[src/rtl/axi_lite_master_bridge.sv]
// Bridges a single-outstanding CPU request/response port onto an AXI4-Lite master.
// One FSM sequences AR/R or AW/W/B; R and B waits are optionally bounded by MAX_WAIT.
module axi_lite_master_bridge #(
    parameter int unsigned MAX_WAIT = 1024
) (
    input  logic        aclk,
    input  logic        areset,
    // CPU request/response
    input  logic        req_valid,
    output logic        req_ready,
    input  logic        req_write,
    input  logic [31:0] req_addr,
    input  logic [31:0] req_wdata,
    input  logic [3:0]  req_wstrb,
    output logic        resp_valid,
    input  logic        resp_ready,
    output logic [31:0] resp_rdata,
    output logic        resp_err,
    // AXI4-Lite read
    output logic [31:0] araddr,
    output logic [2:0]  arprot,
    output logic        arvalid,
    input  logic        arready,
    input  logic [31:0] rdata,
    input  logic [1:0]  rresp,
    input  logic        rvalid,
    output logic        rready,
    // AXI4-Lite write
    output logic [31:0] awaddr,
    output logic [2:0]  awprot,
    output logic        awvalid,
    input  logic        awready,
    output logic [31:0] wdata,
    output logic [3:0]  wstrb,
    output logic        wvalid,
    input  logic        wready,
    input  logic [1:0]  bresp,
    input  logic        bvalid,
    output logic        bready
);

    localparam logic [2:0] StIdle   = 3'd0;
    localparam logic [2:0] StRdAddr = 3'd1;
    localparam logic [2:0] StRdData = 3'd2;
    localparam logic [2:0] StWrReq  = 3'd3;
    localparam logic [2:0] StWrResp = 3'd4;
    localparam logic [2:0] StDone   = 3'd5;

    localparam logic [31:0] WaitLast = 32'(MAX_WAIT - 1);

    logic [2:0]  state_q, state_d;
    logic [31:0] addr_q, addr_d;
    logic [31:0] wdata_q, wdata_d;
    logic [3:0]  wstrb_q, wstrb_d;
    logic        arvalid_q, arvalid_d;
    logic        rready_q, rready_d;
    logic        awvalid_q, awvalid_d;
    logic        wvalid_q, wvalid_d;
    logic        bready_q, bready_d;
    logic        resp_valid_q, resp_valid_d;
    logic [31:0] resp_rdata_q, resp_rdata_d;
    logic        resp_err_q, resp_err_d;
    logic [31:0] wait_q, wait_d;

    logic timeout_hit;
    logic aw_done;
    logic w_done;
    logic unused_resp_lsb;

    assign timeout_hit = (MAX_WAIT != 0) && (wait_q == WaitLast);
    // A channel is finished once its valid has dropped or it handshakes this cycle.
    assign aw_done     = !awvalid_q || awready;
    assign w_done      = !wvalid_q || wready;
    assign unused_resp_lsb = rresp[0] ^ bresp[0];

    always_comb begin
        state_d      = state_q;
        addr_d       = addr_q;
        wdata_d      = wdata_q;
        wstrb_d      = wstrb_q;
        arvalid_d    = arvalid_q;
        rready_d     = rready_q;
        awvalid_d    = awvalid_q;
        wvalid_d     = wvalid_q;
        bready_d     = bready_q;
        resp_valid_d = resp_valid_q;
        resp_rdata_d = resp_rdata_q;
        resp_err_d   = resp_err_q;
        wait_d       = wait_q;
        case (state_q)
            StIdle: begin
                if (req_valid) begin
                    addr_d  = req_addr;
                    wdata_d = req_wdata;
                    wstrb_d = req_wstrb;
                    if (req_write) begin
                        state_d   = StWrReq;
                        awvalid_d = 1'b1;
                        wvalid_d  = 1'b1;
                    end else begin
                        state_d   = StRdAddr;
                        arvalid_d = 1'b1;
                    end
                end
            end
            StRdAddr: begin
                if (arready) begin
                    arvalid_d = 1'b0;
                    rready_d  = 1'b1;
                    wait_d    = '0;
                    state_d   = StRdData;
                end
            end
            StRdData: begin
                if (rvalid) begin
                    rready_d     = 1'b0;
                    resp_valid_d = 1'b1;
                    resp_rdata_d = rdata;
                    resp_err_d   = rresp[1];
                    state_d      = StDone;
                end else if (timeout_hit) begin
                    rready_d     = 1'b0;
                    resp_valid_d = 1'b1;
                    resp_rdata_d = '0;
                    resp_err_d   = 1'b1;
                    state_d      = StDone;
                end else begin
                    wait_d = wait_q + 32'd1;
                end
            end
            StWrReq: begin
                if (awready) awvalid_d = 1'b0;
                if (wready)  wvalid_d  = 1'b0;
                if (aw_done && w_done) begin
                    bready_d = 1'b1;
                    wait_d   = '0;
                    state_d  = StWrResp;
                end
            end
            StWrResp: begin
                if (bvalid) begin
                    bready_d     = 1'b0;
                    resp_valid_d = 1'b1;
                    resp_rdata_d = '0;
                    resp_err_d   = bresp[1];
                    state_d      = StDone;
                end else if (timeout_hit) begin
                    bready_d     = 1'b0;
                    resp_valid_d = 1'b1;
                    resp_rdata_d = '0;
                    resp_err_d   = 1'b1;
                    state_d      = StDone;
                end else begin
                    wait_d = wait_q + 32'd1;
                end
            end
            StDone: begin
                if (resp_ready) begin
                    resp_valid_d = 1'b0;
                    state_d      = StIdle;
                end
            end
            default: state_d = StIdle;
        endcase
    end

    always_ff @(posedge aclk) begin
        if (areset) begin
            state_q      <= StIdle;
            addr_q       <= '0;
            wdata_q      <= '0;
            wstrb_q      <= '0;
            arvalid_q    <= 1'b0;
            rready_q     <= 1'b0;
            awvalid_q    <= 1'b0;
            wvalid_q     <= 1'b0;
            bready_q     <= 1'b0;
            resp_valid_q <= 1'b0;
            resp_rdata_q <= '0;
            resp_err_q   <= 1'b0;
            wait_q       <= '0;
        end else begin
            state_q      <= state_d;
            addr_q       <= addr_d;
            wdata_q      <= wdata_d;
            wstrb_q      <= wstrb_d;
            arvalid_q    <= arvalid_d;
            rready_q     <= rready_d;
            awvalid_q    <= awvalid_d;
            wvalid_q     <= wvalid_d;
            bready_q     <= bready_d;
            resp_valid_q <= resp_valid_d;
            resp_rdata_q <= resp_rdata_d;
            resp_err_q   <= resp_err_d;
            wait_q       <= wait_d;
        end
    end

    // Gated by areset so the port is low throughout reset yet high on the first free cycle.
    assign req_ready  = (state_q == StIdle) && !areset;
    assign resp_valid = resp_valid_q;
    assign resp_rdata = resp_rdata_q;
    assign resp_err   = resp_err_q;
    assign araddr     = addr_q;
    assign awaddr     = addr_q;
    assign arprot     = 3'b000;
    assign awprot     = 3'b000;
    assign arvalid    = arvalid_q;
    assign rready     = rready_q;
    assign awvalid    = awvalid_q;
    assign wvalid     = wvalid_q;
    assign wdata      = wdata_q;
    assign wstrb      = wstrb_q;
    assign bready     = bready_q;

endmodule

[config.mk]
export PLATFORM = sky130hd
export DESIGN_NAME = axi_lite_master_bridge
export DESIGN_NICKNAME = d
export VERILOG_FILES = /design/src/rtl/axi_lite_master_bridge.sv
export SDC_FILE = /design/constraint.sdc
export NUM_CORES = 1
export LEC_CHECK = 0
export BUFFER_PORTS_ARGS = -buffer_cell sky130_fd_sc_hd__buf_2
export CAP_MARGIN = 20
export CORE_MARGIN = 3
export CORE_UTILIZATION = 40
export CTS_CLUSTER_SIZE = 8
export DETAILED_ROUTE_END_ITERATION = 16
export PLACE_DENSITY = 0.77
export SLEW_MARGIN = 10
export SYNTH_ARGS = -nofsm -noshare
export SYNTH_HDL_FRONTEND = slang
export SYNTH_SLANG_ARGS = --single-unit
[constraint.sdc]
create_clock -name aclk -period 4.35 [get_ports aclk]
set_input_delay 0.2175 -clock aclk [delete_from_list [all_inputs] [get_ports aclk]]
set_output_delay 0.2175 -clock aclk [all_outputs]
set_load 0.01 [all_outputs]
==> flow_summary.yaml <==
floorplanning:
  core_sq_um: 14700
  rows: 44
  dieWidth_um: 129
  die_area_sq_um: 16700
  ios: 260
  die_h_um: 129
  initial_core_util_pct: 41.4
clocking:
  clkSinkCount: 142
  clk_pin_slew_ns: 0.06
  cts_buffer_depth: 2
  numCtsBuffers: 17
  h-tree-depth: 4
  cts-root-buf: "clkbuf_16"
  cts_tree: "yes"
  cts_resized: 0
  clk_latency_ns: 0.41
final_layout:
  final_cell_mix: "buf_2, nand2_1, dfxtp_1, a21oi_1, a22o_1"
  nFillCells: 1355
  layout_commonest_cell: "buf_2"
  diodes: 0
  nets: 1025
  area_growth_pct: 26.9
  drive_gt1_share_pct: 32.9
hold_path:
  hold_path_startpoint: "rdata[24]"
  hp-class: "in -> reg"
  holdPathStages: 2
  min_to: "resp_rdata[24]"
place:
  pre_cts_ws_ns: 1.77
  place_hpwl_um: 11600
  gp_congestion: 0.773
  io_buffers: 251
grt:
  grt_pass1_wl_um: 23900
  grt_max_degree: 59
  gr-usage-all-layers_pct: 18.0
  grt_pass1_vias: 4745
  antenna_found_initial: 1
  grt_overflow: 0
yosys:
  avgSynthCellArea_sq_um: 8.55
  synthFlopType: "dfxtp_1"
  yosysWarnings: 0
  synth_seq_area_share_pct: 46.7
  synthCells: 712
  synth_edf_count: 0
  netlist_area_sq_um: 6080
  synth.distinct_cells: 58
  async_flop_share_pct: 0
  ys_seq_elements: 142
timing:
  rsz0062_at_grt: "false"
  setup_tns_ns: 0
  fin_crit_sh_pct: 58.3
  setup_ws_ns: 1.81
  fmax_mhz: 394
  finalHoldViolCount: 0
  timing.slew.headroom_pct: 31.5
  finClkSkew_ns: 0.00844
  drv_slew: 0
  timing.final.crit_period_ns: 2.54
  tightestPinTransition_ns: 1.03
  setup_viol: 0
power:
  vdd.ir_drop.worst_mv: 0.293
  p_per_area_nw_per_um2: 520
  total_power_mw: 4.01
  leakage_nw: 3.38
worst_setup_path:
  rr_endpoint: "wdata[31]"
  end_kind: "flip-flop"
  crit_fanout: 56
  crit_path_start_kind: "flip-flop"
  rr_startpoint: "state_q[0]"
  worst_ep_arrival_time_ns: 2.87
  rr_worst_depth: 5
  critPathRequiredTime_ns: 4.68
  crit_path_start: "state_q[0]"
  r2r_setup_slack_ns: 1.81
  critPathKind: "reg -> reg"
detailed_routing:
  routed_wl_um: 16200
  antenna_left: 0
  drt_iter0_markers: 281
  drc: 0
  vias: 5699
  firstDrtPassIters: 5
  via_per_inst: 5.15
  routedWlPerCell_um: 14.7
outcome:
  status: "finished, final reports clean"
run:
  drv_cap: 0
-- registers in the layout, summed over array words and instances, names as in the netlist --
register / count
araddr: 32
resp_rdata: 32
wait_q: 32
wdata: 32
wstrb: 4
state_q: 3
arvalid: 1
awvalid: 1
bready: 1
resp_err: 1
resp_valid: 1
rready: 1
wvalid: 1
-- Yosys cell counts, types with 4 or more instances --
master	count	area, sq um
nand2_1	163	612
dfxtp_1	142	2840
a21oi_1	106	531
buf_4	40	300
a22o_1	32	280
clkbuf_1	24	90.1
o31ai_1	21	158
or4_1	21	158
buf_2	14	70.1
nor2_1	14	52.6
nand3_1	11	55.1
nor3_1	10	50.1
nor4_1	9	56.3
nand2b_1	8	50.1
nand4_1	8	50.1
and3_1	7	43.8
inv_1	7	26.3
buf_6	6	67.6
o21ai_0	6	30.0
mux2i_1	5	50.1
o21a_1	4	30.0
-- through the flow --
step | instance area (sq um) | hold slack (ns) | utilization [%] | cells
2_1_floorplan | 6100 | 0.334 | - | 717
3_3_place_gp | 7100 | 0.429 | 48.3 | 1071
5_1_grt | 7720 | 0.00485 | 52.5 | 1106
6_report | 7720 | 0.0241 | 52.5 | 1106
4_1_cts | 7700 | 0.000323 | 52.4 | 1105
3_5_place_dp | 7100 | 0.441 | 48.3 | 1071
-- per-layer routing --
layer  track usage, %  up-vias  share of wire, %
met3             4.74       18               6.4
met1             22.4     2605                42
met5                0        -             0.080
li1                 -     2879                 -
met2             30.0      195                49
met4             6.61        2               1.8
-- power breakdown --
group	internal, mW	total (mW)	switching, mW
clock	0.857	1.39	0.528
sequential	1.46	1.60	0.131
combinational	0.396	1.03	0.634
-- final cells by class --
class	count	area, sq um	area share [%]
well taps	184	230	2.98
flip-flops and latches	142	2840	36.8
clock buffers	22	454	5.88
multi-input cells	482	2710	35.1
inverters	7	26.3	0.340
clock inverters	9	114	1.48
repair buffers	260	1340	17.4
-- worst max-delay path: stages, from the launching register on --
cell and delay (ns):
dfxtp_1 0.58, nor3_1 0.44, and2_2 0.89, buf_4 0.35
nand2_1 0.08, a21oi_1 0.11
-- cell families (layout without fill, tap and decap cells) --
| group | after synthesis | count (layout) | share of synthesized area, % |
|---|---|---|---|
| fa+ha+maj | 1 | 1 | 0.206 |
| other cells | 1 | 6 | 0.0616 |
| buf+inv | 93 | 298 | 9.23 |
| compound gates | 195 | 195 | 20.9 |
| simple gates | 275 | 275 | 22.0 |
| flops | 142 | 142 | 46.7 |
| mux | 5 | 5 | 0.823 |
-- worst max-delay path by stage --
stage                            to  slack [ns]  cells after the start
after global placement    araddr[4]        1.79                      5
after global routing      araddr[7]        1.45                      5
after detailed placement  wdata[31]        1.77                      5
after CTS                 wdata[31]        1.74                      5
final                     wdata[31]        1.81                      5
after floorplan              rready        2.54                      7
-- repair_timing --
item	4_1_cts	5_1_grt
hold buffers	3	0
setup endpoints to repair	0	0
setup buffers	0	0
hold endpoints to repair	3	0
Note: power is estimated with default switching activity, not from simulation.
